<file path="src/rtl/hex_display_scanner.sv">
// Multiplexed hex driver for common-anode 7-segment banks: holds a shadow value,
// scans one nibble per dwell period and swaps in new values only at frame boundaries.
module hex_display_scanner #(
    parameter int NUM_DIGITS     = 8,
    parameter int REFRESH_CYCLES = 50000
) (
    input  logic                    clk,
    input  logic                    rst_n,
    input  logic [4*NUM_DIGITS-1:0] Value,
    input  logic                    Load,
    input  logic                    Enable,
    input  logic                    LzBlank,
    output logic [3:0]              Nibble,
    output logic [NUM_DIGITS-1:0]   DigitEn_n,
    output logic                    Blank,
    output logic                    FrameDone,
    output logic                    Pending
);
    localparam int IW = (NUM_DIGITS > 1) ? $clog2(NUM_DIGITS) : 1;
    localparam int DW = $clog2(REFRESH_CYCLES);
    localparam logic [IW-1:0] LAST_IDX   = IW'(NUM_DIGITS - 1);
    localparam logic [DW-1:0] LAST_DWELL = DW'(REFRESH_CYCLES - 1);

    logic [4*NUM_DIGITS-1:0]      shadow;
    logic [NUM_DIGITS-1:0][3:0]   display;
    logic [IW-1:0]                idx;
    logic [DW-1:0]                dwell;
    logic                         frame_end;
    logic [NUM_DIGITS-1:0]        lz_mask;
    logic                         zero_above;

    // Enable is the IDLE/SCAN selector itself so dropping it darkens the bank immediately.
    assign frame_end = Enable && (idx == LAST_IDX) && (dwell == LAST_DWELL);

    always_ff @(posedge clk or negedge rst_n) begin
        if (!rst_n) begin
            shadow  <= '0;
            display <= '0;
            idx     <= '0;
            dwell   <= '0;
            Pending <= 1'b0;
        end else if (!Enable) begin
            idx     <= '0;
            dwell   <= '0;
            display <= shadow;
            Pending <= 1'b0;
            if (Load) shadow <= Value;
        end else begin
            if (frame_end) begin
                Pending <= 1'b0;
                if (Load) begin
                    display <= Value;
                    shadow  <= Value;
                end else begin
                    display <= shadow;
                end
            end else if (Load) begin
                shadow  <= Value;
                Pending <= 1'b1;
            end
            if (dwell == LAST_DWELL) begin
                dwell <= '0;
                idx   <= (idx == LAST_IDX) ? '0 : idx + 1'b1;
            end else begin
                dwell <= dwell + 1'b1;
            end
        end
    end

    // lz_mask[i]: every nibble from i upward is zero; digit 0 is never masked.
    always_comb begin
        zero_above = 1'b1;
        lz_mask    = '0;
        for (int i = NUM_DIGITS - 1; i > 0; i--) begin
            zero_above = zero_above & (display[i] == 4'h0);
            lz_mask[i] = zero_above;
        end
    end

    assign Nibble    = display[idx];
    assign Blank     = !Enable || (dwell == '0) || (LzBlank && lz_mask[idx]);
    assign DigitEn_n = Blank ? '1 : ~(NUM_DIGITS'(1) << idx);
    assign FrameDone = frame_end;
endmodule

</file>
<file path="config.mk">
export PLATFORM = sky130hd
export DESIGN_NAME = hex_display_scanner
export DESIGN_NICKNAME = d
export VERILOG_FILES = /design/src/rtl/hex_display_scanner.sv
export SDC_FILE = /design/constraint.sdc
export NUM_CORES = 1
export LEC_CHECK = 0
export ABC_CLOCK_PERIOD_IN_PS = 3800
export CORE_MARGIN = 2
export CORE_UTILIZATION = 55
export CTS_CLUSTER_SIZE = 20
export DETAILED_ROUTE_END_ITERATION = 8
export GPL_ROUTABILITY_DRIVEN = 0
export HOLD_SLACK_MARGIN = 0.08
export PLACE_DENSITY = 0.79
export SKIP_CTS_REPAIR_TIMING = 1
export SLEW_MARGIN = 20
export SYNTH_ARGS = -nofsm -noshare
export SYNTH_HDL_FRONTEND = slang
export SYNTH_SLANG_ARGS = --single-unit
</file>
<file path="constraint.sdc">
create_clock -name clk -period 3.8 [get_ports clk]
set_input_delay 0.76 -clock clk [delete_from_list [all_inputs] [get_ports clk]]
set_output_delay 0.76 -clock clk [all_outputs]
set_load 0.01 [all_outputs]
</file>
==> results of run 1 <==
==> path summary, 6_finish.rpt <==
check	from	end	slack (ns)	cells past startpoint
max	dwell[0]$_DFF_PN0_	Blank	0.10	9
min	rst_n	dwell[7]$_DFF_PN0_	0.45	1
max reg2reg	dwell[11]$_DFF_PN0_	dwell[15]$_DFF_PN0_	1.57	5
min reg2reg	shadow[29]$_DFF_PN0_	display[29]$_DFFE_PN0N_	0.48	2
max in group asynchronous	rst_n	idx[1]$_DFFE_PN0P_	2.81	1
min in group clk	shadow[29]$_DFF_PN0_	display[29]$_DFFE_PN0N_	0.48	2
==> cell usage in the layout, fill, tap and decap left out, drive strengths merged, types with 2 or more instances in the layout <==
cell | Yosys | final
nor3 | 4 | 4
o21ai | 6 | 6
nor2 | 19 | 19
a21oi | 8 | 8
o41ai | 2 | 2
mux4 | 8 | 8
clkbuf | 22 | 12
clkdlybuf4s50 | 0 | 49
clkinv | 2 | 4
mux2 | 32 | 32
and4 | 4 | 4
or4 | 6 | 6
nand4 | 6 | 6
buf | 14 | 15
nor4 | 38 | 38
nand2 | 50 | 50
o211ai | 3 | 3
dfrtp | 84 | 84
and3 | 4 | 4
inv | 6 | 6
o31ai | 32 | 32
a31oi | 32 | 32
ha | 8 | 8
xnor2 | 7 | 7
bufinv | 0 | 2
a22oi | 3 | 3
nand3 | 9 | 9
xor2 | 6 | 6
==> registers in the layout, summed over array words and instances, names as in the netlist <==
register,count
display,32
shadow,32
dwell,16
idx,3
Pending,1
==> power by group through the flow <==
stage          Clock, W  Combinational, W  Sequential, W
2_1_floorplan         0          0.000161        0.00102
3_3_place_gp          0          0.000256        0.00104
3_5_place_dp          0          0.000263        0.00105
4_1_cts        0.000697          0.000264        0.00103
5_1_grt        0.000744          0.000292        0.00104
6_report       0.000692          0.000266        0.00103
==> per-stage QoR <==
step	cells	cell area, um2	total power, W	setup WS [ns]	util [%]
after floorplan	422	4480	0.00119	1.05	-
after global placement	551	5000	0.00130	0.415	64.1
after detailed placement	551	5000	0.00131	0.326	64.1
after CTS	567	5210	0.00199	-0.0492	66.8
after global routing	569	5240	0.00208	-0.000825	67.1
final	569	5240	0.00199	0.104	67.1
==> Yosys cell counts <==
cell type  instances  share of area (%)
dfrtp_1           84                 47
nand2_1           50                4.2
nor4_1            35                4.9
a31oi_1           32                4.5
mux2_2            32                8.0
o31ai_1           32                5.4
clkbuf_1          22                1.8
nor2_1            18                1.5
nand3_1            9                1.0
a21oi_1            8               0.89
ha_1               8                2.2
mux4_2             8                4.0
xnor2_1            7                1.4
buf_6              6                1.5
inv_1              6               0.50
nand4_1            6               0.84
xor2_1             6                1.2
buf_4              5               0.84
o21ai_0            5               0.56
or4_1              5               0.84
nor3_1             4               0.45
a22oi_1            3               0.50
and3_1             3               0.42
and4_1             3               0.59
buf_2              3               0.34
nor4_2             3               0.84
o211ai_1           3               0.50
clkinv_1           2               0.17
a211oi_1           1               0.17
and3_2             1               0.17
and4_2             1               0.22
nor2_2             1               0.14
nor3b_1            1               0.17
o211a_1            1               0.22
o21ai_4            1               0.36
o41ai_1            1               0.20
o41ai_4            1               0.61
or2_1              1               0.14
or3_1              1               0.14
or3b_2             1               0.20
or4_4              1               0.25
or4b_2             1               0.22
==> worst register-to-register path, delay by kind of cell (launching register included) <==
kind	cells	cell delay, ns
AND/OR/NAND/NOR	2	0.86
AO/OA/AOI/OAI	2	0.52
buffers and inverters	1	0.27
flip-flops	1	0.43
==> cells by family after synthesis <==
logic type	count (synthesis)
mux	40
fa+ha+maj	8
flops	84
compound gates	88
simple gates	145
xor+xnor	13
buf+inv	44
==> layout make-up <==
cell class,instances,area (um2),area share [%]
Tap cell,102,128,2.44
Timing Repair Buffer,65,619,11.8
Clock inverter,4,73.8,1.41
Inverter,8,30.0,0.573
Multi-Input combinational cell,294,2150,41.0
Clock buffer,12,135,2.58
Sequential cell,84,2100,40.1
==> metal layers <==
layer  global-route usage (%)  vias up  part of all wire [%]
li1                         -     1682                     -
met1                     36.8     1816                    44
met2                     38.9      131                    47
met3                     5.46       22                   6.2
met4                     7.73        0                   2.0
met5                        0        -                     0
==> summary.md, run 1 <==
| Metric | Value |
|---|---|
| Syn-to-layout area delta | `16.9%` |
| Pleak | `2.06 nW` |
| Total grt overflow | `0` |
| Cell Area, Synth | `4480 um2` |
| Core area | `7810 um2` |
| Worst skew pair latency | `0.35 ns` |
| Largest family of logic cells by synthesized area | `simple AND/OR/NAND/NOR gates` |
| WL final | `10700 um` |
| Slew HR | `48.3%` |
| Vias in the first global route | `3547` |
| Final hold vios | `0` |
| Detailed Route Iter0 Violations | `296` |
| NetSw | `0.000503 W` |
| Critical-path top delay cell | `or4b_2` |
| Fillers | `632` |
| Synthesized flop and latch total | `84` |
| Post-synthesis adder-cell area fraction | `2.23%` |
| Clock power frac | `34.8%` |
| Class of the worst hold path | `in -> async` |
| Detailed Place HPWL | `6990 um` |
| Worst EP required | `3.04 ns` |
| Mux contribution to synthesized area | `12.1%` |
| Vias | `3651` |
| I/O Buffers | `51` |
| Max-Cap Viols | `0` |
| Logic pwr share | `13.4%` |
| Post-Synthesis Net Count | `467` |
| Switching Fraction | `25.3%` |
| # clock sinks | `84` |
| Largest net degree at the start of global routing | `85` |
| Total I/O pin count | `52` |
| Status | `complete, no violations` |
| Initial Utilization | `57.4%` |
| Clock slew at reported path FFs | `0.08 ns` |
| Number of routed nets with antenna violations | `0` |
| Peak Freq | `271 MHz` |
| Mean Syn Cell Area | `10.6 um2` |
| Antenna Cells | `0` |
| CTS tree | `built` |
| Worst slew pin tran | `0.776 ns` |
| Crit path largest cell delay | `0.62 ns` |
| Crit path cell chain | `inv_1 -> ha_1 -> or4b_2 -> o41ai_4 -> buf_4 -> buf_4 -> nor2_1 -> a21oi_1 -> clkdlybuf4s50_1` |
| Clock Tree Root | `clkbuf_8` |
| Sequential area share after synthesis | `46.9%` |
| Kind of launch point of the worst setup path | `flip-flop` |
| VDD IR max | `0.000187 V` |
| Buf/Inv on CP | `4` |
| Yosys cell types | `42` |
| Compound-gate portion of the synthesized area | `13.9%` |
| WS Path Type | `reg -> out` |
| Nets | `507` |
| Min Hold Slack | `0.449 ns` |
| Post-Syn Instances | `422` |
| Power Density | `380 nW/um2` |
| CP arrival | `2.94 ns` |
| Crit path top cell by count | `buf_4` |
| Vias per cell | `6.42` |
| Setup Skew | `0.0107 ns` |
| Final Cycle Share | `97.3%` |
| CTS Buf Count | `9` |
| H-tree levels | `3` |
| Minimum clock period | `3.70 ns` |
| Final setup fails | `0` |
| Final Max Slew Viols | `0` |
| Die X | `94.3 um` |
| Total negative slack | `0 ns` |
| Row cnt | `32` |
| Synth Warn # | `0` |
| First-pass DRT Iterations | `4` |
| Flop pwr share | `51.8%` |
| Fraction of layout instances using a drive strength above 1 | `17.1%` |
| Crit path max-delay family | `buffers and inverters` |
| Die Y | `94.3 um` |
| Synth Area in Simple Gates | `17.2%` |
| Crit end category | `output port` |
| Die ar. | `8880 um2` |
| First-pass GRT wire length | `17800 um` |
| Power Internal | `0.00149 W` |
| Tot GR Track Use | `25.5%` |
| DRC | `0` |
| Post-synthesis xor/xnor area fraction | `2.54%` |
| CP max FO | `5` |
| Clock Tree Buf Depth | `2` |
| Antenna violations before repair | `0` |
| Wire length per cell | `18.8 um` |
(Power assumes the default switching activity.)
==> run 2, diff against run 1 <==
--- a/config.mk
+++ b/config.mk
@@ -6,13 +6,12 @@
 export NUM_CORES = 1
 export LEC_CHECK = 0
 export ABC_CLOCK_PERIOD_IN_PS = 3800
-export CORE_MARGIN = 2
-export CORE_UTILIZATION = 55
+export CORE_MARGIN = 1
+export CORE_UTILIZATION = 42
 export CTS_CLUSTER_SIZE = 20
 export DETAILED_ROUTE_END_ITERATION = 8
 export GPL_ROUTABILITY_DRIVEN = 0
 export HOLD_SLACK_MARGIN = 0.08
-export PLACE_DENSITY = 0.79
 export SKIP_CTS_REPAIR_TIMING = 1
 export SLEW_MARGIN = 20
 export SYNTH_ARGS = -nofsm -noshare
==> run 2 against run 1 <==
Sequential share of layout area rose by 0.12 points. Largest cell class unchanged. Power fell by 6.8%. Flip-flop and latch count unchanged. Clock-buffer cell count shrank 1. Combinational power is essentially flat. Utilization decreased by 17 points. Clock power is 20% lower. Clock skew up 0.0071 ns. Worst hold slack got worse by 0.036 ns. Setup slack better by 0.038 ns. Largest power group unchanged. Critical endpoint is now DigitEn_n[3].
==> summary.md, run 2 (synthesis results as in run 1) <==
| Metric | Value |
|---|---|
| Total negative slack | `0 ns (unchanged)` |
| Max-Cap Viols | `0 (unchanged)` |
| Final worst slack | `0.142 ns (was 0.104 ns)` |
| Minimum clock period | `3.66 ns (was 3.70 ns)` |
| Die ar. | `11100 um2 (was 8880 um2)` |
| Non-filler instance count after layout | `601 (was 569)` |
| Switching Fraction | `27.3% (was 25.3%)` |
| Peak Freq | `273 MHz (was 271 MHz)` |
| Final Max Slew Viols | `0 (unchanged)` |
| Top Registers | `display x32, shadow x32, dwell x16 (unchanged)` |
| Status | `complete, no violations (unchanged)` |
| Clock Tree Buf Depth | `2 (unchanged)` |
| WS Path Type | `reg -> out (unchanged)` |
| Class of the worst hold path | `in -> async (unchanged)` |
| Worst EP required | `3.04 ns (about the same)` |
| Worst slew pin tran | `0.771 ns (was 0.776 ns)` |
| Clock Tree Root | `clkbuf_8 (unchanged)` |
| Total grt overflow | `0 (unchanged)` |
| CP max FO | `6 (was 5)` |
| Final setup fails | `0 (unchanged)` |
| Crit path cell chain | `inv_1 -> ha_1 -> or4b_2 -> o41ai_4 -> buf_4 -> a21oi_1 -> a22oi_1 -> clkdlybuf4s50_1 (was inv_1 -> ha_1 -> or4b_2 -> o41ai_4 -> buf_4 -> buf_4 -> nor2_1 -> a21oi_1 -> clkdlybuf4s50_1)` |
| Row cnt | `37 (was 32)` |
| Placed cell areas | `5040 um2 (was 5000 um2)` |
| Power Internal | `0.00135 W (was 0.00149 W)` |
| Critical-path top delay cell | `or4b_2 (unchanged)` |
| DP Worst Slack | `0.353 ns (was 0.326 ns)` |
| Fillers | `970 (was 632)` |
| Crit path largest cell delay | `0.62 ns (about the same)` |
| Syn-to-layout area delta | `16.5% (was 16.9%)` |
| Setup Skew | `0.0178 ns (was 0.0107 ns)` |
| Vias per cell | `5.91 (was 6.42)` |
| CTS tree | `built (unchanged)` |
| Crit path max-delay family | `buffers and inverters (unchanged)` |
| # clock sinks | `84 (unchanged)` |
| Wire length per cell | `18.2 um (was 18.8 um)` |
| VDD IR max | `0.000161 V (was 0.000187 V)` |
| Kind of launch point of the worst setup path | `flip-flop (unchanged)` |
| Crit end category | `output port (unchanged)` |
| Antenna violations before repair | `0 (unchanged)` |
| Antenna Cells | `0 (unchanged)` |
| Final hold vios | `0 (unchanged)` |
| Die Y | `105 um (was 94.3 um)` |
| NetSw | `0.000506 W (was 0.000503 W)` |
| Detailed Place HPWL | `7130 um (was 6990 um)` |
| Flop-to-flop setup slack | `1.39 ns (was 1.57 ns)` |
| Vias in the first global route | `3625 (was 3547)` |
| Clock power frac | `30.1% (was 34.8%)` |
| Number of routed nets with antenna violations | `0 (unchanged)` |
| Design area | `5220 um2 (was 5240 um2)` |
| Slew HR | `48.6% (was 48.3%)` |
| Commonest non-fill, non-tap cell in the layout | `dfrtp_1 (unchanged)` |
| I/O Buffers | `51 (unchanged)` |
| H-tree levels | `3 (unchanged)` |
| Vias | `3554 (was 3651)` |
| First-pass GRT wire length | `18900 um (was 17800 um)` |
| Buf/Inv on CP | `3 (was 4)` |
| Clock slew at reported path FFs | `0.10 ns (was 0.08 ns)` |
| Pwr Total | `0.00185 W (was 0.00199 W)` |
| DP Cell Count | `584 (was 551)` |
| Core area | `10300 um2 (was 7810 um2)` |
| Nets | `506 (was 507)` |
| Total I/O pin count | `52 (unchanged)` |
| Unrepaired setup endpoints after global routing | `no` |
| Initial Utilization | `43.4% (was 57.4%)` |
| DRC | `0 (unchanged)` |
| Commonest non-fill, non-tap cells in the layout | `dfrtp_1 (84), nand2_1 (50), clkdlybuf4s50_1 (48), nor4_1 (35) (was dfrtp_1 (84), nand2_1 (50), clkdlybuf4s50_1 (49), nor4_1 (35))` |
| Largest net degree at the start of global routing | `85 (unchanged)` |
| Die X | `105 um (was 94.3 um)` |
| Tot GR Track Use | `21.6% (was 25.5%)` |
| Logic pwr share | `14.3% (was 13.4%)` |
| Fraction of layout instances using a drive strength above 1 | `16.8% (was 17.1%)` |
| CP arrival | `2.90 ns (was 2.94 ns)` |
| Pleak | `2.03 nW (was 2.06 nW)` |
| Detailed Route Iter0 Violations | `166 (was 296)` |
| Worst skew pair latency | `0.36 ns (was 0.35 ns)` |
| CTS Buf Count | `9 (unchanged)` |
| Power Density | `355 nW/um2 (was 380 nW/um2)` |
| Flop pwr share | `55.7% (was 51.8%)` |
| First-pass DRT Iterations | `4 (unchanged)` |
| Final Cycle Share | `96.3% (was 97.3%)` |
| WL final | `11000 um (was 10700 um)` |
## run 2: cell types whose count changed in the layout (fill, tap and decap cells not counted), sizes merged
cell / previous run / this run
clkdlybuf4s50: 49 / 48
clkbuf: 12 / 11
clkinv: 4 / 3
bufinv: 2 / 0
buf: 15 / 14
dlymetal6s2s: 1 / 2
clkinvlp: 0 / 3
## run 2: layer usage
| layer | vias to the layer above | global-route usage (%) | share of wire [%] |
|---|---|---|---|
| met3 | 11 | 2.72 | 3.2 |
| met2 | 81 | 32.4 | 47 |
| li1 | 1676 | - | - |
| met1 | 1786 | 32.1 | 49 |
| met5 | - | 0 | 0 |
| met4 | 0 | 7.34 | 1.2 |
## run 2: stage by stage
stage               hold slack, ns  util [%]
finish                       0.413      50.6
global route                 0.494      50.6
CTS                          0.471      50.3
detailed placement           0.466      48.8
global placement             0.456      48.8
floorplan                    0.445         -
## run 2: final cells by class
class                           instances  area (um2)  share of cell area [%]
Clock buffer                           11         131                    2.52
Clock inverter                          4        27.5                   0.527
Inverter                                8        30.0                   0.575
Multi-Input combinational cell        294        2150                    41.1
Sequential cell                        84        2100                    40.3
Tap cell                              136         170                    3.26
Timing Repair Buffer                   64         614                    11.8
## run 2: worst paths after layout
path / endpoint / cells past startpoint / start
max reg2reg: display[9]$_DFFE_PN0N_ / 6 / dwell[0]$_DFF_PN0_
min reg2reg: display[14]$_DFFE_PN0N_ / 2 / shadow[14]$_DFF_PN0_
min: shadow[13]$_DFF_PN0_ / 1 / rst_n
min in group clk: display[14]$_DFFE_PN0N_ / 2 / shadow[14]$_DFF_PN0_
max: DigitEn_n[3] / 8 / dwell[0]$_DFF_PN0_
max in group asynchronous: shadow[27]$_DFF_PN0_ / 1 / rst_n
## run 2: worst register-to-register path: cells and delay by family, from the launching register on
kind,cells,cell delay (ns)
AO/OA/AOI/OAI,2,0.41
adder cells (fa/ha/maj),1,0.23
buffers and inverters,1,0.36
flip-flops,1,0.41
AND/OR/NAND/NOR,2,0.92
## run 2: power by group through the flow
stage	sequential (W)	combinational, W	clock [W]
3_3_place_gp	0.00105	0.000261	0
5_1_grt	0.00104	0.000294	0.000604
6_report	0.00103	0.000264	0.000557
4_1_cts	0.00103	0.000265	0.000577
2_1_floorplan	0.00102	0.000161	0
3_5_place_dp	0.00105	0.000263	0
